<file path="src/rtl/l2_bus_sched.sv">
// Shared L1->L2 bus scheduler: writeback-first round-robin ownership, fixed-length bursts
// paced by the L2 ready strobe, bounded back-to-back chaining via hold, one-cycle turnaround.
module l2_bus_sched #(
  parameter int N_REQ     = 3,
  parameter int BURST_LEN = 4,
  parameter int HOLD_MAX  = 4
) (
  input  logic                          i_plusclk,
  input  logic                          i_rst,
  input  logic [N_REQ-1:0]              i_req,
  input  logic [N_REQ-1:0]              i_type,
  input  logic [N_REQ-1:0]              i_hold,
  input  logic                          i_l2_ready,
  output logic [N_REQ-1:0]              o_grant,
  output logic                          o_bus_busy,
  output logic [$clog2(N_REQ)-1:0]      o_bus_owner,
  output logic                          o_bus_wr,
  output logic [$clog2(BURST_LEN)-1:0]  o_beat_cnt,
  output logic                          o_burst_done,
  output logic                          o_burst_abort
);

  localparam int OW = $clog2(N_REQ);
  localparam int BW = $clog2(BURST_LEN);
  localparam int CW = $clog2(HOLD_MAX + 1);

  typedef logic [OW-1:0]    own_t;
  typedef logic [BW-1:0]    beat_t;
  typedef logic [CW-1:0]    chain_t;
  typedef logic [N_REQ-1:0] req_t;
  typedef enum logic [1:0] {S_IDLE, S_XFER, S_GAP} state_t;

  localparam beat_t  LAST_BEAT = beat_t'(BURST_LEN - 1);
  localparam chain_t CHAIN_LIM = chain_t'(HOLD_MAX - 1);

  state_t r_state, w_state_nxt;
  req_t   r_grant, w_grant_nxt;
  logic   r_busy, w_busy_nxt;
  own_t   r_owner, w_owner_nxt;
  logic   r_wr, w_wr_nxt;
  beat_t  r_beat, w_beat_nxt;
  logic   r_done, w_done_nxt;
  logic   r_abort, w_abort_nxt;
  own_t   r_rr_ptr, w_rr_ptr_nxt;
  chain_t r_chain, w_chain_nxt;

  req_t   w_sel_mask;
  own_t   w_win;
  own_t   w_owner_inc;

  // First set bit of mask at or after start, wrapping N_REQ-1 -> 0.
  function automatic own_t rr_pick(input req_t mask, input own_t start);
    own_t win;
    logic found;
    int   idx;
    win   = start;
    found = 1'b0;
    for (int k = 0; k < N_REQ; k++) begin
      idx = int'(start) + k;
      if (idx >= N_REQ) idx = idx - N_REQ;
      if (!found && mask[idx]) begin
        win   = own_t'(idx);
        found = 1'b1;
      end
    end
    return win;
  endfunction

  function automatic own_t next_idx(input own_t o);
    int n;
    n = int'(o) + 1;
    if (n >= N_REQ) n = 0;
    return own_t'(n);
  endfunction

  assign w_sel_mask  = (|(i_req & i_type)) ? (i_req & i_type) : i_req;
  assign w_win       = rr_pick(w_sel_mask, r_rr_ptr);
  assign w_owner_inc = next_idx(r_owner);

  // NOTE: every output of this block gets a default first so no path leaves one unassigned (no latches).
  always_comb begin
    w_state_nxt  = r_state;
    w_grant_nxt  = r_grant;
    w_busy_nxt   = r_busy;
    w_owner_nxt  = r_owner;
    w_wr_nxt     = r_wr;
    w_beat_nxt   = r_beat;
    w_done_nxt   = 1'b0;
    w_abort_nxt  = 1'b0;
    w_rr_ptr_nxt = r_rr_ptr;
    w_chain_nxt  = r_chain;
    case (r_state)
      S_IDLE: begin
        if (|i_req) begin
          w_state_nxt = S_XFER;
          w_grant_nxt = req_t'(1) << w_win;
          w_busy_nxt  = 1'b1;
          w_owner_nxt = w_win;
          w_wr_nxt    = i_type[w_win];
          w_beat_nxt  = '0;
          w_chain_nxt = '0;
        end
      end
      S_XFER: begin
        // Owner withdrawal takes precedence over any beat completing this cycle.
        if (!i_req[r_owner]) begin
          w_state_nxt  = S_GAP;
          w_grant_nxt  = '0;
          w_busy_nxt   = 1'b0;
          w_abort_nxt  = 1'b1;
          w_beat_nxt   = '0;
          w_rr_ptr_nxt = w_owner_inc;
        end else if (i_l2_ready) begin
          if (r_beat == LAST_BEAT) begin
            w_done_nxt = 1'b1;
            w_beat_nxt = '0;
            if (i_hold[r_owner] && (r_chain < CHAIN_LIM)) begin
              w_chain_nxt = r_chain + chain_t'(1);
              w_wr_nxt    = i_type[r_owner];
            end else begin
              w_state_nxt  = S_GAP;
              w_grant_nxt  = '0;
              w_busy_nxt   = 1'b0;
              w_rr_ptr_nxt = w_owner_inc;
            end
          end else begin
            w_beat_nxt = r_beat + beat_t'(1);
          end
        end
      end
      S_GAP:   w_state_nxt = S_IDLE;
      default: w_state_nxt = S_IDLE;
    endcase
  end

  // NOTE: state registers use non-blocking assignments so all flops update from pre-edge values.
  always_ff @(posedge i_plusclk) begin
    if (!i_rst) begin
      r_state  <= S_IDLE;
      r_grant  <= '0;
      r_busy   <= 1'b0;
      r_owner  <= '0;
      r_wr     <= 1'b0;
      r_beat   <= '0;
      r_done   <= 1'b0;
      r_abort  <= 1'b0;
      r_rr_ptr <= '0;
      r_chain  <= '0;
    end else begin
      r_state  <= w_state_nxt;
      r_grant  <= w_grant_nxt;
      r_busy   <= w_busy_nxt;
      r_owner  <= w_owner_nxt;
      r_wr     <= w_wr_nxt;
      r_beat   <= w_beat_nxt;
      r_done   <= w_done_nxt;
      r_abort  <= w_abort_nxt;
      r_rr_ptr <= w_rr_ptr_nxt;
      r_chain  <= w_chain_nxt;
    end
  end

  assign o_grant       = r_grant;
  assign o_bus_busy    = r_busy;
  assign o_bus_owner   = r_owner;
  assign o_bus_wr      = r_wr;
  assign o_beat_cnt    = r_beat;
  assign o_burst_done  = r_done;
  assign o_burst_abort = r_abort;

endmodule
</file>
<file path="config.mk">
export PLATFORM = sky130hd
export DESIGN_NAME = l2_bus_sched
export DESIGN_NICKNAME = d
export VERILOG_FILES = /design/src/rtl/l2_bus_sched.sv
export SDC_FILE = /design/constraint.sdc
export NUM_CORES = 1
export LEC_CHECK = 0
export ABC_AREA = 1
export CORE_MARGIN = 3
export CORE_UTILIZATION = 53
export CTS_BUF_LIST = sky130_fd_sc_hd__clkbuf_4
export DETAILED_ROUTE_END_ITERATION = 12
export PLACE_DENSITY = 0.82
export SLEW_MARGIN = 5
export SYNTH_ARGS = -nofsm -noshare
export SYNTH_HDL_FRONTEND = slang
export SYNTH_SLANG_ARGS = --single-unit
</file>
<file path="constraint.sdc">
create_clock -name i_plusclk -period 2.19 [get_ports i_plusclk]
set_input_delay 0.3285 -clock i_plusclk [delete_from_list [all_inputs] [get_ports i_plusclk]]
set_output_delay 0.3285 -clock i_plusclk [all_outputs]
set_load 0.02 [all_outputs]
</file>
---- Word-level counts from Yosys, hierarchy flattened ----
Cells that the tools add are included.
W data, S select, Z words.
word-level totals
  logic and storage cells ................. 128
  input port bits ......................... 12
  flip-flop bits (word level) ............. 18
cells by class
  eq/ne operators ......................... 13
  bitwise gates (word level) .............. 1
  add/sub/neg operators ................... 8
  order comparisons ....................... 10
  mux-type cells .......................... 68
  reductions and logical operators ........ 17
  shift operators ......................... 1
operators with widths
  kind                   number
  $lt A32 B4 Y1 const B  3
  $mux W32               3
  $mux W2                17
  $mux W3                11
  $mux W1                24
  $bmux W1 S2            7
  $ne A2 B2 Y1 const B   7
  $pmux W3 S2            2
  $reduce_and A4 Y1      3
  $ge A3 B2 Y1 const B   3
  $ne A3 B3 Y1 const B   3
  $pmux W2 S2            2
  $sub A3 B2 Y4 const B  2
  $add A2 B1 Y3 const B  2
  $lt A2 B3 Y1 const B   2
  $reduce_and A6 Y1      1
  $reduce_or A3 Y1       2
  $reduce_and A5 Y1      1
  $pmux W1 S2            2
  $reduce_and A2 Y1      2
  $add A2 B2 Y3 const B  1
  $add A3 B1 Y3 const B  1
  $and A3 B3 Y3          1
  $logic_and A1 B1 Y1    3
  other kinds (12)       13

---- Longest topological paths before layout ----
  depth after elaboration ................. 17
  gate-level depth with buffers ........... 15

---- Least setup slack after synthesis ----
No wires, ideal clock.
  kind .................................... flip-flop to flip-flop
  start point ............................. register r_rr_ptr[0]
  end point ............................... register r_wr (netlist: o_bus_wr)
  setup slack ............................. 0.444 ns
  library setup time ...................... 0.112 ns
  data arrival time ....................... 1.634 ns
  period minus slack after synthesis ...... 1.746 ns
  cell stages (with the launch flop) ...... 15
  cell sequence ........................... dfxtp_1 inv_1 ha_1 inv_1 nand3_1 nand2_1 nand2_1 nand2_1 nand4_1 nand2_2 nor2_1 nor2_1 nand3_1 nand2_1 nand2_1
between the ends
  longest elaborated chain between the ends .. 16
  elaborated cells on any way between the ends .. 33
ends and longest elaborated chain
  what                                                    RTL line  RTL
  start: declaration                                      44        own_t r_rr_ptr, w_rr_ptr_nxt;
  start signal: assignment                                158       r_rr_ptr <= w_rr_ptr_nxt;
  branches (longest 11 deep; another with $sub A3 B2 Y4)  --
  $mux W2 *                                               61        if (!found && mask[idx]) begin
  $bmux W1 S2 *                                           99        w_wr_nxt = i_type[w_win];
  $mux W1 (implied by the code) *                         99
  $mux W1 *                                               94        if (|i_req) begin
  $pmux W1 S2 *                                           92        case (r_state)
  end signal: assignment                                  154       r_wr <= w_wr_nxt;
  end: declaration                                        40        logic r_wr, w_wr_nxt;
Every way passes the cells marked *. The select of a mux whose other input is x is not followed.
A chain may end at the register's enable or synchronous reset.

---- Worst setup path in the final report ----
  start point ............................. register r_rr_ptr[1]
  end point ............................... register r_wr (netlist: o_bus_wr)
Same word-level chain as after synthesis.

==> results.cfg <==
[outcome]
status = complete, no violations

[die]
core_sq_um = 2000
fp.dieArea_sq_um = 2760
die_h_microns = 52.5
die-width_microns = 52.5
initial_core_util = 0.573
ioPinCount = 23
rows = 16

[finish]
seq_area_sq_um = 360
postLayoutCellArea_sq_um = 1490
multiInputGateArea_sq_um = 688
drive_above_1_share = 0.140
finalNetCount = 224
fillerInstances = 175
diodes = 0
areaGrowthSynthToFinish_pct = 30.1
fin_util = 0.746

[hold_path]
worstHoldPathType = flip-flop to flip-flop
hold_depth = 2
hp-start = r_chain[2]
min_to = r_chain[2]

[flow_run]
drv_cap = 0

[timing]
worst_pin_slew_ps = 448
relSlewSlack = 0.700
fin_ws_ps = 211
drv_slew = 0
setup_viol = 0
layout_min_cycle_time_ps = 1980
timing.fmax_mhz = 505
totalNegativeSetupSlack_ps = 0
fin_crit_sh = 0.904
hold_viol = 0
rsz0062_at_grt = false
clock_skew_ps = 4.14

[yosys]
yosysSeqAreaShare = 0.314
synthFlopType = dfxtp_1
synth-edff-count = 0
ys_ff_latch = 18
synth_cells = 174
synth_nets = 190
synth.cell_area_sq_um = 1150
syn-mean-instance-area_sq_um = 6.59
synth_cell_types = 27
synth-async-reset-ratio = 0
yosys_warnings = 0

[routing]
wl_microns = 2850
drt-wirelength-per-cell_microns = 12.2
viasPerCell = 5.50
drt-initial-drc-count = 58
drt_first_pass_iters = 4
drc = 0
antenna_left = 0
via_count = 1286

[setup_path]
critical_path.max_fanout = 7
cp-end-kind = flip-flop
critPathKind = flip-flop to flip-flop
reg2reg_depth = 15
crit_path_start = r_rr_ptr[1]
required_ps = 2390
worstPathArrival_ps = 2180
r2r-end = o_bus_wr
reg2reg_from = r_rr_ptr[1]
crit_path_start_kind = flip-flop
rrSetupSlack_ps = 210

[clock_network]
clkTransAtPathRegs_ps = 100
htreeDepth = 1
cts_num_sinks = 18
cts_tree = yes
clock_path_buffers = 2
clock_latency_ps = 290
numCtsBuffers = 3
cts-root-buf = clkbuf_4
cts_hold_buf = 0

[global_routing]
antenna_found_initial = 0
grt_usage = 0.229
grt_pass1_wl_microns = 4730
grt_pass1_vias = 1118
grt_start_max_net_pins = 11
overflow = 0

[pwr]
max-vdd-ir-drop_mv = 0.952
power.total_mw = 1.84
powerDensity_nw_per_um2 = 1230
p_leak_nw = 0.712

[placement]
port_buffers = 22
dpl-instance-area_sq_um = 1460
post-place-ws_ps = -70.8
hpwlAfterDp_microns = 2280
gp_congestion = 0.918
## flip-flops by register name, indices dropped and copies added (netlist names)
register and cells:
o_grant 3, r_chain 3, o_beat_cnt 2, o_bus_owner 2, r_rr_ptr 2, r_state 2, o_burst_abort 1, o_burst_done 1
o_bus_busy 1, o_bus_wr 1
## kinds of logic after synthesis
kind of cell             synth area share
buffers and inverters              0.0927
adder cells (fa/ha/maj)            0.0436
AO/OA/AOI/OAI                       0.137
AND/OR/NAND/NOR                     0.412
flip-flops                          0.314
## how the worst max path moves through the flow
stage               end  cells after the start  slack [ps]
6_report       o_bus_wr                     15         210
5_1_grt        o_bus_wr                     15          40
4_1_cts        o_bus_wr                     14         200
3_5_place_dp   o_bus_wr                     14         -70
3_3_place_gp   o_bus_wr                     15           1
2_1_floorplan  o_bus_wr                     14         440
## what timing repair did
| item | 4_1_cts | 5_1_grt |
|---|---|---|
| setup buffers | 0 | 0 |
| endpoints found under the setup margin | 0 | 1 |
| resized for setup | 0 | 3 |
## per-stage QoR
step	instances	hold slack [ps]
2_1_floorplan	174	429
3_3_place_gp	230	442
3_5_place_dp	230	450
4_1_cts	234	466
5_1_grt	234	487
6_report	234	464
## power breakdown
| part | total (mW) | switching (mW) | internal (mW) |
|---|---|---|---|
| clock network | 0.167 | 0.100 | 0.0663 |
| registers | 0.493 | 0.0687 | 0.424 |
| logic | 1.18 | 0.725 | 0.451 |
## Yosys cell counts (2+ instances only)
| master | instances | area share |
|---|---|---|
| dfxtp_1 | 18 | 0.31 |
| nand2_2 | 4 | 0.022 |
| nand3_1 | 27 | 0.12 |
| inv_2 | 4 | 0.013 |
| nand2_1 | 35 | 0.11 |
| nand4_1 | 7 | 0.038 |
| a21oi_1 | 6 | 0.026 |
| nand3_2 | 2 | 0.017 |
| o21ai_0 | 7 | 0.031 |
| inv_1 | 23 | 0.075 |
| o21ai_1 | 4 | 0.017 |
| nor2_1 | 18 | 0.059 |
| nor3_1 | 2 | 0.0087 |
| ha_1 | 4 | 0.044 |
## worst max-delay path, cell delays in order (launching register included)
cell     delay, ps
dfxtp_1        330
inv_1          100
ha_1           350
inv_1          150
nand3_1        110
nand2_1         80
nand2_2         80
nand2_4         80
a21oi_2        130
nand3_2        100
nand2_2         90
nor2_1          50
nor2_1          70
nand3_1         70
nand2_1         60
nand2_1         40
## layout make-up
cell class              instances  area share
clock buffers                   3      0.0151
clock inverters                 1     0.00251
inverters                      27      0.0679
multi-input cells             128       0.461
flip-flops and latches         18       0.241
well taps                      27      0.0226
repair buffers                 30       0.189
## layout by cell type, fill, tap and decap left out, types with 6 or more instances in the layout
master	count
a21oi_1	6
buf_4	8
clkdlybuf4s50_1	21
dfxtp_1	18
inv_1	23
nand2_1	35
nand3_1	26
nand4_1	7
nor2_1	18
o21ai_0	7
## layer usage
metal  vias up  wire length (microns)  track usage
li1        657                      -            -
met1       559                   1270        0.304
met2        66                   1280        0.366
met3         4                    259       0.0541
met4         0                     40       0.0681
met5         -                      0            0
Note: power is estimated with default switching activity, not from simulation.
